===== src/rtl/exe_mem_pipe_stage.sv =====
// rtl/exe_mem_pipe_stage.sv - EXE/MEM pipeline register with skid buffer, flush, forwarding taps and stall counter
//
// Purpose: carries write-back/memory control bits, ALU result, store value and
// destination register from execute to memory stage behind a valid/ready
// handshake. A one-entry skid buffer keeps in_ready purely register-derived.
//
// Ports:
//   clk, rst (async active-low)          clock and reset
//   flush                                synchronous squash of held beats
//   in_valid / in_ready + *_in fields    upstream beat
//   out_valid / out_ready + outputs      downstream beat (control gated by out_valid)
//   fwd_valid / fwd_dest / fwd_data      hazard-unit forwarding taps
//   stall_cnt / stall_clr                saturating back-pressure cycle counter
module exe_mem_pipe_stage #(
    parameter int DATA_W = 32,
    parameter int DEST_W = 4,
    parameter int CNT_W  = 16
) (
    input  logic              clk,
    input  logic              rst,
    input  logic              flush,
    input  logic              in_valid,
    output logic              in_ready,
    input  logic              WB_en_in,
    input  logic              MEM_R_EN_in,
    input  logic              MEM_W_EN_in,
    input  logic [DATA_W-1:0] ALU_result_in,
    input  logic [DATA_W-1:0] ST_val_in,
    input  logic [DEST_W-1:0] Dest_in,
    output logic              out_valid,
    input  logic              out_ready,
    output logic              WB_en,
    output logic              MEM_R_EN,
    output logic              MEM_W_EN,
    output logic [DATA_W-1:0] ALU_result,
    output logic [DATA_W-1:0] ST_val,
    output logic [DEST_W-1:0] Dest,
    output logic              fwd_valid,
    output logic [DEST_W-1:0] fwd_dest,
    output logic [DATA_W-1:0] fwd_data,
    output logic [CNT_W-1:0]  stall_cnt,
    input  logic              stall_clr
);

    // Beat layout: {WB_en, MEM_R_EN, MEM_W_EN, Dest, ST_val, ALU_result}
    localparam int BEAT_W = 3 + DEST_W + 2 * DATA_W;
    localparam int ST_LO  = DATA_W;
    localparam int DST_LO = 2 * DATA_W;
    localparam int MW_B   = DST_LO + DEST_W;
    localparam int MR_B   = MW_B + 1;
    localparam int WB_B   = MW_B + 2;

    typedef enum logic [1:0] {
        EMPTY = 2'd0,
        ONE   = 2'd1,
        FULL  = 2'd2
    } state_t;

    state_t              state_q, state_d;
    logic [BEAT_W-1:0]   main_q, main_d;
    logic [BEAT_W-1:0]   skid_q, skid_d;
    logic [CNT_W-1:0]    stall_q, stall_d;

    logic [BEAT_W-1:0]   in_beat;
    logic                main_valid;
    logic                skid_valid;
    logic                accept;
    logic                drain;

    assign in_beat    = {WB_en_in, MEM_R_EN_in, MEM_W_EN_in, Dest_in, ST_val_in, ALU_result_in};
    assign main_valid = (state_q != EMPTY);
    assign skid_valid = (state_q == FULL);

    // Only the skid valid bit gates acceptance, so a downstream stall never
    // reaches upstream combinationally.
    assign in_ready  = !skid_valid;
    assign out_valid = main_valid;
    assign accept    = in_valid & in_ready;
    assign drain     = out_valid & out_ready;

    always_comb begin
        state_d = state_q;
        main_d  = main_q;
        skid_d  = skid_q;
        case (state_q)
            EMPTY: begin
                if (accept) begin
                    main_d  = in_beat;
                    state_d = ONE;
                end
            end
            ONE: begin
                if (accept && drain) begin
                    main_d = in_beat;
                end else if (accept) begin
                    skid_d  = in_beat;
                    state_d = FULL;
                end else if (drain) begin
                    state_d = EMPTY;
                end
            end
            FULL: begin
                if (drain) begin
                    main_d  = skid_q;
                    state_d = ONE;
                end
            end
            default: state_d = EMPTY;
        endcase
        // Squash drops held beats and anything accepted this cycle; data
        // registers may keep stale contents since valid bits are cleared.
        if (flush) begin
            state_d = EMPTY;
        end
    end

    always_comb begin
        stall_d = stall_q;
        if (out_valid && !out_ready && (stall_q != {CNT_W{1'b1}})) begin
            stall_d = stall_q + CNT_W'(1);
        end
        if (stall_clr) begin
            stall_d = '0;
        end
    end

    always_ff @(posedge clk or negedge rst) begin
        if (!rst) begin
            state_q <= EMPTY;
            main_q  <= '0;
            skid_q  <= '0;
            stall_q <= '0;
        end else begin
            state_q <= state_d;
            main_q  <= main_d;
            skid_q  <= skid_d;
            stall_q <= stall_d;
        end
    end

    // Control bits become a bubble when no beat is present.
    assign WB_en      = out_valid & main_q[WB_B];
    assign MEM_R_EN   = out_valid & main_q[MR_B];
    assign MEM_W_EN   = out_valid & main_q[MW_B];
    assign ALU_result = main_q[DATA_W-1:0];
    assign ST_val     = main_q[ST_LO +: DATA_W];
    assign Dest       = main_q[DST_LO +: DEST_W];

    assign fwd_valid  = WB_en;
    assign fwd_dest   = Dest;
    assign fwd_data   = ALU_result;

    assign stall_cnt  = stall_q;

endmodule

===== config.mk =====
export PLATFORM = sky130hd
export DESIGN_NAME = exe_mem_pipe_stage
export DESIGN_NICKNAME = d
export VERILOG_FILES = /design/src/rtl/exe_mem_pipe_stage.sv
export SDC_FILE = /design/constraint.sdc
export NUM_CORES = 1
export LEC_CHECK = 0
export ABC_AREA = 0
export CORE_UTILIZATION = 49
export DETAILED_ROUTE_END_ITERATION = 8
export PLACE_DENSITY = 0.82
export SYNTH_ARGS = -nofsm -noshare
export SYNTH_HDL_FRONTEND = slang
export SYNTH_SLANG_ARGS = --single-unit
export TNS_END_PERCENT = 30

===== constraint.sdc =====
create_clock -name clk -period 2.4 [get_ports clk]
set_clock_uncertainty 0.1 [all_clocks]
set_input_delay 0.6 -clock clk [delete_from_list [all_inputs] [get_ports clk]]
set_output_delay 0.6 -clock clk [all_outputs]
set_load 0.005 [all_outputs]

==> reports/results.txt, run 1 <==
Layout Cells excl Fill: 1,005
leak pwr: 3.949 nW
Site Rows: 45
area of the multi-input gates: 2778 µm²
ys async rst share: 1.000
DR WL/cell: 16.26 µm
pin count of the biggest net entering global routing: 75
fmax: 432.6 MHz
area leader, netlist: dfrtp_1
Worst R2R Path Depth: 6
initial antenna violation count: 1
synthesis-stage register bit count: 160
Filler Cells Inserted: 1,168
ys flop type: dfrtp_1
Setup Crit Path Kind: reg2out
HP Class: in2async
FF-to-FF End: stall_cnt[9]
maxcap violations: 0
critical path capture point type: primary output
first-pass GRT wire length: 27.05 mm
Placed Instances: 974
worst vdd ir: 0.5053 mV
Yosys cell types: 44
hold slack: 32.35 ps
routability cong.: 0.7780
detailed placer's ending HPWL: 11.11 mm
final wirelength: 16.34 mm
hold_buf cts: 0
Storage cell area: 4004 µm²
status: completed
worst r2r src: stall_cnt[0]
Post-DRT Antenna Nets: 0
die height: 127.8 µm
grt ovf: 0
Syn Std Cell Area: 7756 µm²
Worst-Margin Slew: 606.6 ps
unrepaired setup endpoints after global routing: no
CTS root buf: clkbuf_16
detailed-route DRC error count: 0
# IOs: 203
fraction of layout cells with a size suffix above 1: 0.1549
via count: 5,266
# port buffers: 202
post-layout min period: 2312 ps
final setup TNS: 0 ps
CP required: 1700 ps
Initial Util: 0.5065
CTS H-tree lvls: 4
Final setup violation count: 0
CTS clk-pin slew, worst paths: 60 ps
P&R area growth vs syn: 28.26%
Post-CTS Setup Inserts: 0
Yosys warning count: 0
total die area: 16,340 µm²
Sink Count: 160
post-synthesis sequential area ratio: 0.5162
Placeable Area: 15,310 µm²
commonest cells in the netlist: dfrtp_1, buf_4, a21oi_1, nor2_1, mux2i_1
max-slew violations: 0
Via-to-Cell Ratio: 5.240
Die W: 127.8 µm
Post-Synthesis Net Count: 760
1st-iter DRT viols: 254
final hold viol count: 0
Worst Path Arrival: 1610 ps
Avg Inst Size Synth: 11.37 µm²
Reg2Reg Setup Slack: 180 ps
crit path max fanout: 4
dominant cells by area after synthesis: dfrtp_1, buf_4, mux2i_1
Critical Path Source Type: flop
fin crit share: 0.9631
diode count: 0
GRT Overall Usage: 0.2111
Slew headroom: 0.5944
clk_lat worst skew: 420 ps
cell count after synthesis: 682
most common cell in the netlist: dfrtp_1
Pre-Repair DR Iteration Count: 4
Clock Tree Buf Depth: 2
vias in the first global route: 5,502
TritonCTS clock tree: built
CTS Buf Count: 17
total power: 7.795 mW
Cell Pwr Density: 783.5 nW/µm²
Nets: 860
top-area cell type share of the netlist area: 0.5162
EDFF count, synth: 0
-- where the power goes --
group / internal (mW) / leakage (nW) / switching (mW) / total, mW
logic: 0.972 / 1.77 / 0.536 / 1.51
registers: 3.22 / 1.89 / 0.311 / 3.53
clock network: 1.71 / 0.287 / 1.05 / 2.76
-- cell usage in the layout, fill, tap and decap left out, types with 2 or more instances in the layout --
cell type and count:
nor2_1 73, nand2_1 4, dfrtp_1 160, buf_12 7, clkbuf_16 17, or3_1 2, mux2_2 58, or4_1 10
nand4_1 5, dlymetal6s2s_1 4, nand3b_1 2, clkinv_2 3, mux2i_1 72, o21ai_0 3, clkinvlp_4 4, nand3_1 5
a21oi_1 88, bufinv_16 3, nor2b_1 4, mux2_1 13, and3_1 2, clkbuf_8 3, clkdlybuf4s50_1 197, buf_4 15
and2_1 2, o31ai_1 11, inv_1 3
-- logic make-up (layout without fill, tap and decap cells) --
family,after synthesis,in the layout,synth area share
adders and majority gates,1,1,0.001613
AOI/OAI and AO/OA,109,109,0.07743
buffers and inverters,146,258,0.1287
muxes,143,143,0.1960
DFF,160,160,0.5162
and+or+nand+nor,123,123,0.08001
-- final cells by class --
| type | instances | share of cell area |
|---|---|---|
| multi-input cells | 376 | 0.2792 |
| inverters | 3 | 0.001132 |
| well taps | 211 | 0.02654 |
| clock buffers | 21 | 0.04729 |
| flip-flops and latches | 160 | 0.4025 |
| clock inverters | 10 | 0.01358 |
| repair buffers | 224 | 0.2298 |
-- worst max path at each step --
| stage | startpoint | endpoint | slack, ps | depth (start not counted) |
|---|---|---|---|---|
| floorplan | out_ready | stall_cnt[14] | 460 | 4 |
| global placement | out_ready | stall_cnt[14] | -70 | 5 |
| detailed placement | out_ready | stall_cnt[13] | -110 | 7 |
| CTS | state_q[1] | in_ready | 0.8 | 4 |
| global route | state_q[1] | MEM_W_EN | 9 | 4 |
| finish | state_q[1] | MEM_W_EN | 90 | 4 |
-- worst max-delay path, cell delays in order, from the launching register on --
cell and delay [ps]:
dfrtp_1 350, nor2_1 60, buf_4 150, nor2b_1 100
clkdlybuf4s50_1 530
-- state kept, by name, summed over array words and instances, names as in the netlist --
register / count
state_q: 2
stall_cnt: 16
main_q: 71
skid_q: 71
-- metal layers --
layer,share of wire,vias up,track usage
met5,0.00080,-,0
met4,0.015,2,0.07128
met3,0.059,25,0.06469
met2,0.50,170,0.3491
met1,0.42,2606,0.2633
li1,-,2463,-
-- stage by stage --
step / area [µm²] / utilization / worst slack (ps)
floorplan: 7756 / - / 457.4
global route: 9948 / 0.6496 / 8.817
detailed placement: 9330 / 0.6092 / -110.5
global placement: 9330 / 0.6092 / -72.66
CTS: 9938 / 0.6489 / 0.7504
finish: 9948 / 0.6496 / 88.49
-- repair_timing --
action / 4_1_cts / 5_1_grt
setup endpoints to repair: 2 / 4
resized for setup: 1 / 4
hold endpoints to repair: 0 / 0
No activity file was read; power rests on OpenSTA's default activity.
==> inputs of run 2 (changes only) <==
--- a/config.mk
+++ b/config.mk
@@ -7,6 +7,7 @@
 export LEC_CHECK = 0
 export ABC_AREA = 0
 export CORE_UTILIZATION = 49
+export CTS_CLUSTER_DIAMETER = 80
 export DETAILED_ROUTE_END_ITERATION = 8
 export PLACE_DENSITY = 0.82
 export SYNTH_ARGS = -nofsm -noshare
==> results of run 2 <==
Same layout as run 1: the final DEF is identical, and so are final timing and power.
==> inputs of run 3 (changes only) <==
--- a/config.mk
+++ b/config.mk
@@ -6,6 +6,8 @@
 export NUM_CORES = 1
 export LEC_CHECK = 0
 export ABC_AREA = 0
+export ABC_CLOCK_PERIOD_IN_PS = 2400
+export CORE_MARGIN = 3
 export CORE_UTILIZATION = 49
 export CTS_CLUSTER_DIAMETER = 80
 export DETAILED_ROUTE_END_ITERATION = 8
==> reports/results.txt, run 3 (synthesized netlist as in run 1, its figures left out) <==
DR WL/cell: 17.07 µm
Comb power frac: 0.195
Filler Cells Inserted: 1,163
die height: 131.8 µm
detailed placer's ending HPWL: 12.01 mm
Seq pwr share: 0.445
Initial Util: 0.5046
Pint: 5.988 mW
diode count: 0
most common cell after layout, fill and taps aside: clkdlybuf4s50_1
routability cong.: 0.8095
fmax: 420.8 MHz
Slew headroom: 0.5999
vias in the first global route: 5,811
final core utilization: 0.6561
crit path max fanout: 4
status: completed
FF-to-FF End: stall_cnt[15]
Post-DRT Antenna Nets: 0
clk_lat worst skew: 420 ps
HP Class: in2async
Placeable Area: 15,370 µm²
Sw Pwr: 1.978 mW
commonest cells after routing, fill and taps aside: clkdlybuf4s50_1, dfrtp_1, a21oi_1
worst r2r src: stall_cnt[0]
grt ovf: 0
Site Rows: 45
unrepaired setup endpoints after global routing: yes
Storage cell area: 4004 µm²
leak pwr: 4.023 nW
Switching Fraction: 0.2483
hold slack: 20.02 ps
final wirelength: 17.32 mm
fraction of layout cells with a size suffix above 1: 0.1654
P&R area growth vs syn: 30.02%
Clock Tree Buf Depth: 2
CTS H-tree lvls: 4
Sink Count: 160
Worst R2R Path Depth: 6
initial antenna violation count: 0
GRT Overall Usage: 0.2031
Pre-Repair DR Iteration Count: 4
1st-iter DRT viols: 264
# IOs: 203
clock power share: 0.360
first-pass GRT wire length: 28.95 mm
Post-CTS Setup Inserts: 0
Nets: 869
# port buffers: 202
via count: 5,373
max-slew violations: 0
Worst Path Arrival: 1680 ps
CTS root buf: clkbuf_16
Via-to-Cell Ratio: 5.294
post-layout min period: 2377 ps
area of the multi-input gates: 2778 µm²
Reg2Reg Setup Slack: 320 ps
CTS Buf Count: 17
Critical Path Source Type: flop
Final setup violation count: 0
worst vdd ir: 0.4898 mV
TritonCTS clock tree: built
fin crit share: 0.9902
pin count of the biggest net entering global routing: 73
total die area: 17,380 µm²
CTS clk-pin slew, worst paths: 60 ps
final hold viol count: 0
maxcap violations: 0
Setup Crit Path Kind: reg2out
Cell Pwr Density: 789.9 nW/µm²
Die W: 131.8 µm
critical path capture point type: primary output
detailed-route DRC error count: 0
Worst-Margin Slew: 598.2 ps
CP required: 1700 ps
==> run 3: changes by cell type in the layout (fill, tap and decap cells not counted), moves of 2 or more <==
cell,change
clkbuf_8,-2
clkinv_4,+2
inv_6,+2
buf_12,+4
buf_4,+5
clkinvlp_4,-2
==> run 3: routing by layer <==
layer,global-route usage,part of all wire
met1,0.2498,0.42
met5,0,0
met2,0.3527,0.52
met3,0.04962,0.050
met4,0.06709,0.015
==> run 3: worst max path at each step <==
stage               startpoint            end  slack, ps
global route        state_q[1]          WB_en        -40
CTS                 state_q[1]          WB_en         10
finish              state_q[1]          WB_en         20
detailed placement   out_ready  stall_cnt[14]       -100
floorplan            out_ready  stall_cnt[14]        460
global placement     out_ready  stall_cnt[14]        -70
==> run 3: final cells by class <==
cell class | count | share of cell area
clock buffers | 19 | 0.04392
repair buffers | 233 | 0.2380
well taps | 211 | 0.02618
clock inverters | 13 | 0.01836
flip-flops and latches | 160 | 0.3970
multi-input cells | 376 | 0.2754
inverters | 3 | 0.001117
==> run 3: power by group through the flow <==
| stage | Clock [mW] | Sequential [mW] | Combinational, mW |
|---|---|---|---|
| 3_5_place_dp | 0 | 3.58 | 1.57 |
| 6_report | 2.87 | 3.54 | 1.56 |
| 2_1_floorplan | 0 | 3.47 | 1.01 |
| 3_3_place_gp | 0 | 3.53 | 1.51 |
| 5_1_grt | 3.05 | 3.60 | 1.69 |
| 4_1_cts | 2.93 | 3.54 | 1.59 |
==> run 3: per-stage QoR <==
stage	setup WS [ps]	total power [mW]	TNS, ps	cell area, µm²	cells
2_1_floorplan	457.4	4.483	0	7756	682
3_3_place_gp	-72.12	5.039	-99.66	9448	983
3_5_place_dp	-97.57	5.152	-2012	9448	983
4_1_cts	12.29	8.059	0	10080	1015
5_1_grt	-35.48	8.339	-36.67	10080	1015
6_report	23.48	7.966	0	10080	1015
==> run 3: what timing repair did <==
| action | CTS | global route |
|---|---|---|
| gates resized for setup | 2 | 3 |
| setup endpoints to repair | 3 | 5 |
| hold buffers | 0 | 0 |
==> run 3: worst max-delay path: stages, from the launching register on <==
cell and delay [ps]:
dfrtp_1 340, nor2_1 60, buf_4 150, nor2b_2 170, clkdlybuf4s50_1 530
